===== config.mk =====
export PLATFORM = sky130hd
export DESIGN_NAME = router_inject_ni
export DESIGN_NICKNAME = d
export VERILOG_FILES = /design/src/rtl/router_ni_pkg.sv /design/src/rtl/ni_flit_fifo.sv /design/src/rtl/router_inject_ni.sv
export SDC_FILE = /design/constraint.sdc
export NUM_CORES = 1
export LEC_CHECK = 0
export CAP_MARGIN = 20
export CORE_MARGIN = 1
export CORE_UTILIZATION = 55
export CTS_CLUSTER_DIAMETER = 30
export DETAILED_ROUTE_END_ITERATION = 12
export GPL_TIMING_DRIVEN = 1
export PLACE_DENSITY_LB_ADDON = 0.2
export SETUP_SLACK_MARGIN = 0.3
export SLEW_MARGIN = 20
export SYNTH_ARGS = -nofsm -noshare
export SYNTH_HDL_FRONTEND = slang
export SYNTH_SLANG_ARGS = --single-unit
export TNS_END_PERCENT = 5

===== constraint.sdc =====
create_clock -name clk -period 10.02 [get_ports clk]
set_input_delay 2.004 -clock clk [delete_from_list [all_inputs] [get_ports clk]]
set_output_delay 2.004 -clock clk [all_outputs]
set_load 0.1 [all_outputs]

===== src/rtl/router_ni_pkg.sv =====
// Shared definitions for the router network-interface blocks: channel layout,
// flow-control layout and the buffered flit record.
package router_ni_pkg;

  localparam int FLIT_DATA_W = 64;
  localparam int CHANNEL_W   = 70;
  localparam int FC_W        = 3;
  localparam int NUM_VCS     = 4;
  localparam int VC_W        = 2;

  // Input channel bit positions (ascending numbering, bit 0 is the valid flag)
  localparam int CH_VALID    = 0;
  localparam int CH_VC_LO    = 1;
  localparam int CH_VC_HI    = 2;
  localparam int CH_HEAD     = 3;
  localparam int CH_TAIL     = 4;
  localparam int CH_RSVD     = 5;
  localparam int CH_DATA_LSB = 6;
  localparam int CH_DATA_MSB = 69;

  localparam int FC_VALID    = 0;
  localparam int FC_VC_LO    = 1;
  localparam int FC_VC_HI    = 2;

  typedef logic [VC_W-1:0] vc_t;

  typedef struct packed {
    logic                   head;
    logic                   tail;
    logic [0:FLIT_DATA_W-1] data;
  } flit_t;

endpackage


===== src/rtl/ni_flit_fifo.sv =====
// Small synchronous flit FIFO with count-based full/empty flags; push and pop
// may happen in the same cycle.
module ni_flit_fifo
  import router_ni_pkg::*;
#(
  parameter int DEPTH = 4
) (
  input  logic  clk,
  input  logic  reset,
  input  logic  push,
  input  logic  pop,
  input  flit_t wr_flit,
  output flit_t rd_flit,
  output logic  full,
  output logic  empty
);

  localparam int AW = $clog2(DEPTH);

  flit_t         mem [DEPTH];
  logic [AW-1:0] wr_ptr;
  logic [AW-1:0] rd_ptr;
  logic [AW:0]   count;
  logic          do_push;
  logic          do_pop;

  assign full    = (count == (AW+1)'(DEPTH));
  assign empty   = (count == '0);
  assign do_push = push && !full;
  assign do_pop  = pop && !empty;
  assign rd_flit = mem[rd_ptr];

  // NOTE: the storage array has no reset; count alone says which entries are live.
  always_ff @(posedge clk) begin
    if (do_push) begin
      mem[wr_ptr] <= wr_flit;
    end
  end

  // NOTE: sequential state uses non-blocking assignments so every register
  // samples pre-edge values regardless of block evaluation order.
  always_ff @(posedge clk) begin
    if (!reset) begin
      wr_ptr <= '0;
      rd_ptr <= '0;
      count  <= '0;
    end else begin
      if (do_push) wr_ptr <= wr_ptr + 1'b1;
      if (do_pop)  rd_ptr <= rd_ptr + 1'b1;
      case ({do_push, do_pop})
        2'b10:   count <= count + 1'b1;
        2'b01:   count <= count - 1'b1;
        default: count <= count;
      endcase
    end
  end

endmodule


===== src/rtl/router_inject_ni.sv =====
// Injection network interface: buffers core flits, allocates a router VC per
// packet round-robin and sends one flit per cycle against per-VC credits.
module router_inject_ni
  import router_ni_pkg::*;
#(
  parameter int FIFO_DEPTH = 4,
  parameter int BUF_DEPTH  = 8
) (
  input  logic                   clk,
  input  logic                   reset,
  input  logic                   in_valid,
  output logic                   in_ready,
  input  logic                   in_head,
  input  logic                   in_tail,
  input  logic [0:FLIT_DATA_W-1] in_data,
  output logic [0:CHANNEL_W-1]   channel_out,
  input  logic [0:FC_W-1]        flow_ctrl_in,
  output logic                   error
);

  localparam int CRED_W = $clog2(BUF_DEPTH + 1);

  localparam logic [0:0] IDLE   = 1'b0;
  localparam logic [0:0] ACTIVE = 1'b1;

  logic [0:0]        state, state_next;
  vc_t               cur_vc, cur_vc_next;
  vc_t               rr, rr_next;
  logic [CRED_W-1:0] credit      [NUM_VCS];
  logic [CRED_W-1:0] credit_next [NUM_VCS];

  flit_t                rd_flit;
  logic                 fifo_full;
  logic                 fifo_empty;
  logic                 pop;
  logic                 send;
  logic                 drop;
  logic                 overflow;
  vc_t                  send_vc;
  vc_t                  pick;
  vc_t                  cand;
  logic                 found;
  logic                 fc_valid;
  vc_t                  fc_vc;
  logic [0:CHANNEL_W-1] channel_next;

  assign in_ready = !fifo_full;
  assign fc_valid = flow_ctrl_in[FC_VALID];
  assign fc_vc    = flow_ctrl_in[FC_VC_LO:FC_VC_HI];

  ni_flit_fifo #(.DEPTH(FIFO_DEPTH)) u_fifo (
    .clk     (clk),
    .reset   (reset),
    .push    (in_valid),
    .pop     (pop),
    .wr_flit ('{head: in_head, tail: in_tail, data: in_data}),
    .rd_flit (rd_flit),
    .full    (fifo_full),
    .empty   (fifo_empty)
  );

  // Round-robin pick: first VC holding credit, starting at rr.
  always_comb begin
    found = 1'b0;
    pick  = rr;
    cand  = rr;
    for (int k = 0; k < NUM_VCS; k++) begin
      cand = rr + VC_W'(k);
      if (!found && credit[cand] != '0) begin
        found = 1'b1;
        pick  = cand;
      end
    end
  end

  // NOTE: every signal driven here gets a default first, so no path infers a latch.
  always_comb begin
    state_next  = state;
    cur_vc_next = cur_vc;
    rr_next     = rr;
    send        = 1'b0;
    drop        = 1'b0;
    send_vc     = cur_vc;
    if (!fifo_empty) begin
      case (state)
        IDLE: begin
          if (!rd_flit.head) begin
            drop = 1'b1;
          end else if (found) begin
            send    = 1'b1;
            send_vc = pick;
            rr_next = pick + 1'b1;
            if (!rd_flit.tail) begin
              state_next  = ACTIVE;
              cur_vc_next = pick;
            end
          end
        end
        default: begin
          if (rd_flit.head) begin
            drop = 1'b1;
          end else if (credit[cur_vc] != '0) begin
            send = 1'b1;
            if (rd_flit.tail) state_next = IDLE;
          end
        end
      endcase
    end
    pop = send || drop;
  end

  // Simultaneous send and return on one VC cancel out; a lone return at full credit is an error.
  always_comb begin
    overflow = 1'b0;
    for (int v = 0; v < NUM_VCS; v++) begin
      credit_next[v] = credit[v];
      if (fc_valid && fc_vc == VC_W'(v) && !(send && send_vc == VC_W'(v))) begin
        if (credit[v] == CRED_W'(BUF_DEPTH)) overflow = 1'b1;
        else credit_next[v] = credit[v] + 1'b1;
      end else if (send && send_vc == VC_W'(v) && !(fc_valid && fc_vc == VC_W'(v))) begin
        credit_next[v] = credit[v] - 1'b1;
      end
    end
  end

  always_comb begin
    channel_next = '0;
    if (send) begin
      channel_next[CH_VALID]                = 1'b1;
      channel_next[CH_VC_LO:CH_VC_HI]       = send_vc;
      channel_next[CH_HEAD]                 = rd_flit.head;
      channel_next[CH_TAIL]                 = rd_flit.tail;
      channel_next[CH_DATA_LSB:CH_DATA_MSB] = rd_flit.data;
    end
  end

  always_ff @(posedge clk) begin
    if (!reset) begin
      state       <= IDLE;
      cur_vc      <= '0;
      rr          <= '0;
      channel_out <= '0;
      error       <= 1'b0;
      for (int v = 0; v < NUM_VCS; v++) credit[v] <= CRED_W'(BUF_DEPTH);
    end else begin
      state       <= state_next;
      cur_vc      <= cur_vc_next;
      rr          <= rr_next;
      channel_out <= channel_next;
      error       <= error || drop || overflow;
      for (int v = 0; v < NUM_VCS; v++) credit[v] <= credit_next[v];
    end
  end

endmodule


[After elaboration in Yosys (flattened, before gate mapping)]
Memories as Yosys holds them, arrays and structs flattened. A register that Yosys moved wholly into a read port is not among the register bits.
Cells that the tools add are included.
Operators by class
  add/subtract/negate cells: 16
  eq/ne operators: 13
  multiplexer cells: 63
  bitwise gates (word level): 7
  reductions and logical operators: 49
Operators with widths (number)
  two-way mux 4 bit: 16
  two-way mux 1 bit: 32
  two-way mux 2 bit: 13
  logical AND 1 bit: 21
  nonzero test 4 bit: 5
  adder 4 x 1 -> 4 bit (second input constant): 4
  == test 4 bit (second input constant): 4
  subtractor 4 x 1 -> 4 bit (second input constant): 4
  zero test 1 bit: 13
  == test 2 bit (second input constant): 5
  adder 2 x 1 -> 2 bit (second input constant): 4
  == test 2 x 1 -> 1 bit (second input constant): 3
  case mux 3 bit (2 select lines): 1
  two-way mux 5 bit: 1
  AND reduction 5 bit: 1
  adder 2 bit (second input constant): 2
  zero test 2 bit: 2
  bitwise OR 1 bit: 4
  AND reduction 4 bit: 1
  adder 3 x 1 -> 3 bit (second input constant): 1
  == test 3 bit (second input constant): 1
  zero test 3 bit: 1
  logical OR 1 bit: 3
  inverter 1 bit: 3
  3 further kinds: 3
Word-level totals
  flip-flop bits (word level): 83
  RAM bits: 280
  output and inout bits: 72
  word-level logic and storage cells: 160
  memories kept: 2
Memories
  u_fifo.mem: words 4, width 66, rd ports 1, clocked after memory_dff 1, write ports 1, RTL line ni_flit_fifo.sv:20  | flit_t mem [DEPTH];
  credit: words 4, width 4, rd ports 9, clocked after memory_dff 2, write ports 4, RTL line router_inject_ni.sv:29  | logic [CRED_W-1:0] credit [NUM_VCS];

[Longest topological paths before layout]
Gate-level depths: netlist of run 1.
  depth in word-level cells: 27
  gate-level depth with buffers: 15

[Hierarchy]
Synthesis of run 1 repeated with hierarchy kept, for this count alone.
Unflattened totals
  cell total of the unflattened synthesis: 781
  area, all modules: 13857.0 um^2
By module, submodules not included
  ni_flit_fifo: times used 1, cells each 398, area each 10007.1 um^2, seq. area each 8107.8 um^2
  router_inject_ni: times used 1, cells each 383, area each 3849.9 um^2, seq. area each 1901.8 um^2

[Worst setup path after synthesis of run 1]
No wires, ideal clock.
  path kind: in2reg
  start: input in_valid
  end: memory u_fifo.mem[2][0] (netlist name), enable pin
  setup time: 0.431 ns
  data arrival time: 3.604 ns
  required time: 9.589 ns
  slack: 5.985 ns
  stages on the path: 1
  buffers on the path: 0
  path through: and3_1
Between the ends
  word-level cells in the longest chain between the ends: 3
RTL lines
  start, declared: RTL line router_inject_ni.sv:11  | input logic in_valid,
  logical AND 1 bit: RTL line ni_flit_fifo.sv:29  | assign do_push = push && !full;
  two-way mux 1 bit: RTL line ni_flit_fifo.sv:35  | if (do_push) begin
  two-way mux 1 bit (not written as such): RTL line ni_flit_fifo.sv:36  | mem[wr_ptr] <= wr_flit;
  end, declared: RTL line ni_flit_fifo.sv:20
Every way passes these cells.

[Worst setup path in the final report of run 1]
  start: register u_fifo.count[0]
  end: output in_ready
Between the ends
  word-level cells in the longest chain between the ends: 2
RTL lines
  start, declared: RTL line ni_flit_fifo.sv:23  | logic [AW:0] count;
  start signal, assigned: RTL line ni_flit_fifo.sv:51  | 2'b10: count <= count + 1'b1;
  start signal, assigned: RTL line ni_flit_fifo.sv:52  | 2'b01: count <= count - 1'b1;
  start signal, assigned: RTL line ni_flit_fifo.sv:53  | default: count <= count;
  == test 3 bit: RTL line ni_flit_fifo.sv:27  | assign full = (count == (AW+1)'(DEPTH));
  zero test 1 bit: RTL line router_inject_ni.sv:47  | assign in_ready = !fifo_full;
  end, declared: RTL line router_inject_ni.sv:12  | output logic in_ready,
Every way passes these cells.

==> results by stage, run 1 <==
Detailed routing:
- Using the TritonRoute via totals, the vias-per-cell ratio works out to 5.75.
- In the routed design, unresolved DRC markers number 0.
- In the final routed layout, each cell accounts on average for 21.4 µm.
- The detail route stage leaves a number of antenna-violating nets equal to 0.
- The aggregate routed wire length is 28.4 mm.
- The number of search-and-repair iterations in the first detailed-routing pass is 5.
- Detailed routing inserted a total of 7,637 vias.
- For this block, the initial DRC count from the detailed router was 545.

Timing:
- The number of pins exceeding their max-slew limit in the final report is 0.
- The minimum clock period is 4.43 ns.
- The final critical-path share of the clock period is 44.2%.
- Setup repair after global routing left no endpoint under its margin.
- The transition time at the pin with the least slew margin is 1.10 ns.
- Final hold analysis gives a worst-case slack of 0.531 ns.
- Measured against its own limit, the worst slew margin works out to 26.6%.
- The number of endpoints failing setup at the final stage is 0.
- The clock arrives with 0.0180 ns of skew.
- The summed negative setup slack over all endpoints is 0 ns.
- The maximum achievable frequency is 0.226 GHz.
- The count of final hold-check violations is 0.
- Across all setup checks in the final design, the least slack found is 5.59 ns.

Place:
- Buffers placed on the I/O ports in this run total 142.
- Once placement completed, the tool counted placed cells totaling 1,199.
- The detailed placement HPWL is 14.9 mm.
- The final RePlAce weighted congestion is 0.795.
- Summing all placed instances gives a cell area of 15,500 µm².
- OpenSTA, run right after detailed placement, puts the worst setup slack at 5.36 ns.

Worst setup path:
- The data arrival at the endpoint of the critical path is 2.42 ns.
- The maximum fanout along the worst path is 6.
- The type of origin of the critical path is a flip-flop.
- The worst register-to-register path has a depth of 12.
- Walking the worst path, the cells encountered are inv_1 > nand3_1 > clkdlybuf4s50_1.
- The category of cells accounting for the largest share of critical-path delay is buffers and inverters.
- The nature of the critical path endpoint is an output port.
- The cell at the slowest stage of the critical path is sky130_fd_sc_hd__clkdlybuf4s50_1.
- The critical path depth in cells is 3.
- The data required time of the worst path is 8.02 ns.
- The critical path is of the reg -> out type.
- The total buffers and inverters traversed by the critical path is 2.
- On the worst path, the slowest cell contributes a delay of 1.20 ns.

Floorplanning:
- The floorplan step defined a die boundary enclosing 25,700 µm².
- The number of standard-cell rows in the floorplan is 57.
- The chip width is 160 µm.
- For this configuration, the core starts out at a cell density of 56.4%.
- 144 I/O pins were placed.
- The chip height is 160 µm.
- The region available for standard cell placement spans 24,500 µm².

Synth:
- For this run, the leading register cell type out of synthesis is sky130_fd_sc_hd__edfxtp_1.
- In this run, synthesis produced a sequential element count of 368.
- The warning count from the yosys run is 0.
- The synthesized netlist net count is 858.
- The average size of a mapped cell is 18.0 µm².
- Synthesis produced 768 cells.
- Synthesis instantiated 68 different standard cells from the library.
- In this run, synthesis inferred 264 flip-flops with an integrated enable.
- The part of the Yosys area used for sequential elements is 72.5%.
- Of all flip-flops after synthesis, the portion carrying an async set or reset was 0%.
- In this run the cell area of the synthesized design comes to 13,800 µm².

GRT:
- The first global-routing pass estimated 45.0 mm of wire.
- The global-route usage over all layers is 22.8%.
- The initial antenna violation count is 3.
- Entering global routing, the biggest net connects 112 pins.
- The global route total overflow is 0.
- The via count of the first global-routing pass is 8,267.

Power:
- In this run the power density over the cells is 315 nW/µm².
- Across the VDD grid, the largest voltage drop is 0.181 mV.
- The total power draw is 5.62 mW.
- The leakage power is 6.43 nW.

Clocking:
- At the later pin of the worst-skew pair, clock insertion delay measures 0.55 ns.
- Counting along the longest clock path gives a buffer depth of 3.
- The number of buffers created by CTS is 68.
- The CTS tree is built.
- The number of clock sinks is 368.
- CTS built an H-tree with a depth of 3.
- The clock root buffer is sky130_fd_sc_hd__clkbuf_16.
- The number of hold-repair buffers added at the cts stage is 0.
- The post-CTS setup buffer count is 0.
- The post-cts resize count is 0.
- The clock-pin slew on the worst setup and hold paths is 0.05 ns.

Final layout:
- Fill cells in the final layout number 1,420.
- Leaving out filler cells and counting taps, the final layout contains 1,328.
- For this run, the share of the core covered by cells in the final layout is 73.1%.
- The final layout contains 1,036 nets.
- The area growth from synthesis to layout is 29.5%.
- The cell area after layout is 17,900 µm².
- In the layout the commonest cells are sky130_fd_sc_hd__edfxtp_1, sky130_fd_sc_hd__clkdlybuf4s50_1, sky130_fd_sc_hd__dfxtp_1.
- In the final layout, the share of cells above drive strength 1 is 21.4%.
- The library cell used most frequently in the layout, excluding fill and tap cells, is sky130_fd_sc_hd__edfxtp_1.

Worst hold path:
- In this run the worst hold path is classified as reg -> reg.
- Counting instances, the worst hold path has a depth of 2.

Run status:
- The flow ran to the end, and the final reports show no timing, DRC or antenna violations.

Run:
- The max-cap violation count is 0.
==> worst min-delay path: stages, from the launching register on <==
cell and delay (ns):
sky130_fd_sc_hd__dfxtp_1 0.35, sky130_fd_sc_hd__nand3_1 0.08, sky130_fd_sc_hd__o21ai_1 0.06
==> power by group <==
group	switching (mW)	internal [mW]
Sequential	0.169	1.85
Clock	0.779	1.46
Combinational	0.872	0.494
==> flip-flops by register name (all words and copies together), names as in the netlist, named ones only <==
name,count
u_fifo.count,3
rr,2
credit,16
state,1
u_fifo.rd_ptr,2
u_fifo.wr_ptr,2
u_fifo.mem,264
channel_out,69
cur_vc,2
error,1
==> synthesized netlist by cell type (all sizes together) (6+ instances only) <==
library cell    n  area, µm²
a21oi           9       56.3
nor2b           6       37.5
and3           71        444
xnor2           6       52.6
inv            10       37.5
nand3           8       40.0
mux4           68       1530
mux2i          14        148
and2           10       65.1
ha             13        163
nor3b           6       45.0
clkbuf         33        124
o21ai          13       68.8
nor3           10       55.1
dfxtp         104       2080
nand2          29        109
a21o            7       52.6
buf             6       36.3
nor2           15       56.3
edfxtp        264       7930
==> path summary, 6_finish.rpt <==
check	slack, ns	startpoint	endpoint
max	5.59	u_fifo.count[0]$_SDFFE_PN0P_	in_ready
min	0.53	credit[3][2]$_SDFFE_PN0P_	credit[3][2]$_SDFFE_PN0P_
min reg2reg	0.53	credit[3][2]$_SDFFE_PN0P_	credit[3][2]$_SDFFE_PN0P_
max reg2reg	5.69	flip-flop	credit[0][3]$_SDFFE_PN1P_
==> routing by layer <==
metal  part of all wire [%]  GRT usage (%)  vias up
met5                  0.046              0        -
met4                    1.8           8.05        2
met3                    5.5           5.60       47
met2                     52           39.4      228
met1                     40           28.1     3938
li1                       -              -     3422
==> logic make-up after synthesis <==
group | Yosys count | share of synthesized area, %
and+or+nand+nor | 178 | 7.49
AOI/OAI and AO/OA | 60 | 3.68
xor gates and xnor gates | 11 | 0.698
other | 1 | 0.0272
muxes | 83 | 12.3
DFF | 368 | 72.5
buffers and inverters | 49 | 1.43
adders and majority gates | 18 | 1.90
==> final cells by class <==
cell class | count | area (µm²) | area share [%]
multi-input cells | 351 | 3620 | 20.3
diodes | 2 | 5.00 | 0.0280
clock inverters | 44 | 474 | 2.65
repair buffers | 147 | 1480 | 8.26
clock buffers | 82 | 1840 | 10.3
inverters | 10 | 37.5 | 0.210
flip-flops and latches | 368 | 10000 | 56.0
well taps | 324 | 405 | 2.27
(Power assumes the default switching activity.)
==> inputs of run 2 (changes only) <==
Settings changed: CORE_UTILIZATION 55 to 51.
Clock period 10.02 ns to 3.8 ns, I/O delays scaled along.
==> run 2 against run 1 <==
The run now ends with design-rule violations left; worst setup slack worse by 5.4 ns; largest power group unchanged; final cell count up 3.8%; sequential power rose to 2.5 times the previous value; clock power rose to 2.6 times the previous value; sequential cell count unchanged; non-clock buffer count up 38; sequential share of layout area down 1.5 points; register-to-register slack worse by 5.5 ns; clock skew up 0.0073 ns.
==> results by stage, run 2 (synthesis results as in run 1) <==
Timing:
- The maximum achievable frequency is 0.277 GHz.
- The worst slew margin relative to its limit is 30.2% (+3.6 points).
- The final critical-path share of the clock period is 95.0%.
- The worst hold slack after final layout was 0.522 ns (-0.00894 ns).
- Setup repair after global routing could not meet its margin everywhere.
- The minimum clock period is 3.61 ns.
- The transition time at the pin with the least slew margin is 1.04 ns (-0.0570 ns).
- The worst-case setup margin in the final layout came to 0.191 ns (-5.40 ns).
- The final clock skew is 0.0253 ns (+0.00732 ns).
- The summed negative setup slack over all endpoints came to 0 ns (unchanged).
- The number of endpoints failing setup at the final stage is 0 (unchanged).
- The count of final hold-check violations is 0 (unchanged).
- The number of pins exceeding their max-slew limit in the final report is 0 (unchanged).

Clocking:
- The cell sitting at the root of the clock tree is a sky130_fd_sc_hd__clkbuf_16.
- The clock latency of the later-clocked register in the worst-skew pair is 0.56 ns (about the same).
- The number of clock sinks is 368 (unchanged).
- The clock-pin slew on the worst setup and hold paths is 0.05 ns (about the same).
- The CTS tree is built.
- The number of hold-repair buffers added at the cts stage was 0 (unchanged).
- The number of buffers created by CTS is 70 (+2.9%).
- The H-tree level count was 3 (unchanged).
- The maximum count of clock buffers along a single path is 3 (unchanged).

Worst setup path:
- The type of origin of the critical path is a flip-flop.
- The critical path goes through or4_4 > mux4_2 > o32a_4 > buf_4 > a31oi_4 > nand2b_4 > ha_1 > a21o_1 > a21oi_2 > nor3_1 > mux2i_1 > o211a_1.
- The total buffers and inverters traversed by the critical path is 1 (-1).
- The path type of the worst setup path is reg -> reg.
- The worst register-to-register path begins at credit[2][3]$_SDFFE_PN1P_.
- The delay of the slowest cell on the worst path is 0.58 ns (-0.62 ns).
- STA classifies the critical path endpoint as a flip-flop.
- The cell at the slowest stage of the critical path is sky130_fd_sc_hd__mux4_2.
- The data required time of the worst path came to 4.30 ns (-3.72 ns).
- Among cell families on the critical path, the largest total delay comes from compound AO/OA/AOI/OAI gates.
- Tracing the worst setup path back leads to its startpoint at credit[2][3]$_SDFFE_PN1P_.
- The maximum fanout along the worst path was 5 (-1).
- The data arrival at the endpoint of the critical path was 4.11 ns (+1.69 ns).

Power:
- The leakage power is 6.68 nW (+3.9%).
- The largest voltage drop on the vdd net is 0.566 mV (+210%).
- The power per unit of standard cell area is 822 nW/µm² (+160%).

Final layout:
- The number of inserted filler cells in the final layout is 1,651 (+16%).
- The layout overhead on the synthesized area is 33.4%.
- The register with the highest flop count is u_fifo.mem.
- The largest registers in the layout are u_fifo.mem (264), channel_out (69), credit (16).
- The final core area utilization is 70.1% (-3.0 points).
- The number of inserted diodes came to 0 (-2).
- The final-stage net count is 1,077 (+4.0%).
- The proportion of layout cells with a drive suffix above 1 is 27.3% (+5.9 points).
- In the layout the commonest cells are sky130_fd_sc_hd__edfxtp_1, sky130_fd_sc_hd__clkdlybuf4s50_1, sky130_fd_sc_hd__dfxtp_1.
- The number of flip-flops under the largest register name is 264 (unchanged).
- The most frequent standard cell in the layout excluding fill and tap cells is sky130_fd_sc_hd__edfxtp_1.

Floorplanning:
- The number of standard-cell rows in the floorplan is 59 (+3.5%).
- The chip width is 167 µm (+3.8%).
- The initial core utilization was 52.5% (-3.9 points).
- The core footprint is 26,300 µm² (+7.4%).
- The die area came to 27,700 µm² (+7.7%).
- The chip height was 167 µm (+3.8%).
- The number of top-level pins is 144 (unchanged).

Run:
- The max-cap violation count is 0 (unchanged).

Place:
- The port buffer count was 142 (unchanged).
- The final RePlAce weighted congestion is 0.853 (+7.2%).
- The detailed placement HPWL was 16.8 mm (+12%).
- The pre-CTS setup slack came to -0.0376 ns (-5.40 ns).

Run status:
- The run finished, with violations left.
- The checks that failed: design-rule violations.

GRT:
- The global-route usage over all layers came to 21.8% (-1.0 points).
- The initial antenna violation count came to 1 (-2).
- The global route total overflow is 0 (unchanged).
- The pin count of the biggest net entering global routing is 112 (unchanged).
- The via count of the first global-routing pass is 8,478 (+2.6%).
- The global-route wire length before repair is 46.4 mm (+3.2%).

Detailed routing:
- The number of nets with antenna violations after detailed routing is 0 (unchanged).
- The post-detailed-route DRC marker count is 4 (+4).
- The number of DRC violations after detailed-routing iteration 0 is 556 (+2.0%).
- The mean number of vias per cell is 5.62 (-2.2%).
- The count of vias placed by the detailed router is 7,753 (+1.5%).
- The aggregate routed wire length is 29.4 mm (+3.4%).
- The average detailed-routed wire length per instance is 21.3 µm (-0.45%).
- The number of search-and-repair iterations in the first detailed-routing pass came to 11 (+6).

Worst hold path:
- The type of the worst min-delay path is reg -> reg.
- In this run the most critical hold path is launched from u_fifo.count[2]$_SDFFE_PN0P_.
-- run 2: cell count changes in the layout (fill, tap and decap cells not counted), moves of 3 or more --
cell	previous run	this run
sky130_fd_sc_hd__buf_4	5	41
sky130_fd_sc_hd__clkbuf_1	8	12
sky130_fd_sc_hd__inv_6	5	10
sky130_fd_sc_hd__ha_4	0	3
sky130_fd_sc_hd__or4_4	0	4
sky130_fd_sc_hd__dfxtp_4	2	7
sky130_fd_sc_hd__inv_16	3	0
sky130_fd_sc_hd__ha_1	13	10
sky130_fd_sc_hd__dfxtp_2	0	5
sky130_fd_sc_hd__dfxtp_1	102	92
sky130_fd_sc_hd__or4_1	4	0
sky130_fd_sc_hd__buf_12	0	3
-- run 2: cell type report --
class	instances	area, µm²	area share, %
Sequential cell	368	10000	54.5
Multi-Input combinational cell	352	3830	20.8
Clock buffer	86	1870	10.2
Timing Repair Buffer	185	1780	9.66
Clock inverter	43	438	2.38
Tap cell	335	419	2.27
Inverter	10	40.0	0.217
-- run 2: timing repair --
item	4_1_cts	5_1_grt
pin swaps	16	13
endpoints found under the hold margin	0	0
buffers inserted	18	3
resized for setup	22	12
cloned	1	0
setup endpoints to repair	7	10
-- run 2: stage by stage --
| stage | total power [mW] | std cells | instance area, µm² |
|---|---|---|---|
| after floorplan | 8.07 | 768 | 13900 |
| after global placement | 8.94 | 1228 | 15800 |
| after detailed placement | 9.08 | 1228 | 15800 |
| after CTS | 15.2 | 1376 | 18300 |
| after global routing | 15.7 | 1379 | 18400 |
| final | 15.2 | 1379 | 18400 |
-- run 2: path summary, 6_finish.rpt --
| check | end | slack [ns] | depth (start not counted) |
|---|---|---|---|
| min | u_fifo.count[2]$_SDFFE_PN0P_ | 0.52 | 2 |
| max reg2reg | credit[1][3]$_SDFFE_PN1P_ | 0.19 | 12 |
| max | credit[1][3]$_SDFFE_PN1P_ | 0.19 | 12 |
| min reg2reg | u_fifo.count[2]$_SDFFE_PN0P_ | 0.52 | 2 |
-- run 2: where the power goes --
| part | leakage, nW | switching, mW | internal, mW |
|---|---|---|---|
| sequential | 3.27 | 0.239 | 4.88 |
| combinational | 2.29 | 2.64 | 1.48 |
| clock | 1.12 | 2.02 | 3.89 |
| total | 6.68 | 4.90 | 10.2 |
-- run 2: layer usage --
| layer | GRT usage [%] | vias to the layer above | wire length [µm] |
|---|---|---|---|
| met3 | 5.16 | 43 | 1600 |
| met2 | 37.4 | 235 | 15300 |
| met4 | 8.57 | 0 | 570 |
| li1 | - | 3506 | - |
| met5 | 0 | - | 0 |
| met1 | 26.8 | 3969 | 12000 |
-- run 2: worst min-delay path: cells and delay by family, from the launching register on --
family          cells  cell delay (ns)
flops               1             0.32
compound gates      2             0.14
==> inputs of run 3 (changes only) <==
Settings changed: SKIP_LAST_GASP set to 1.
==> results of run 3 <==
Final layout, timing and power as in run 2 (identical DEF).
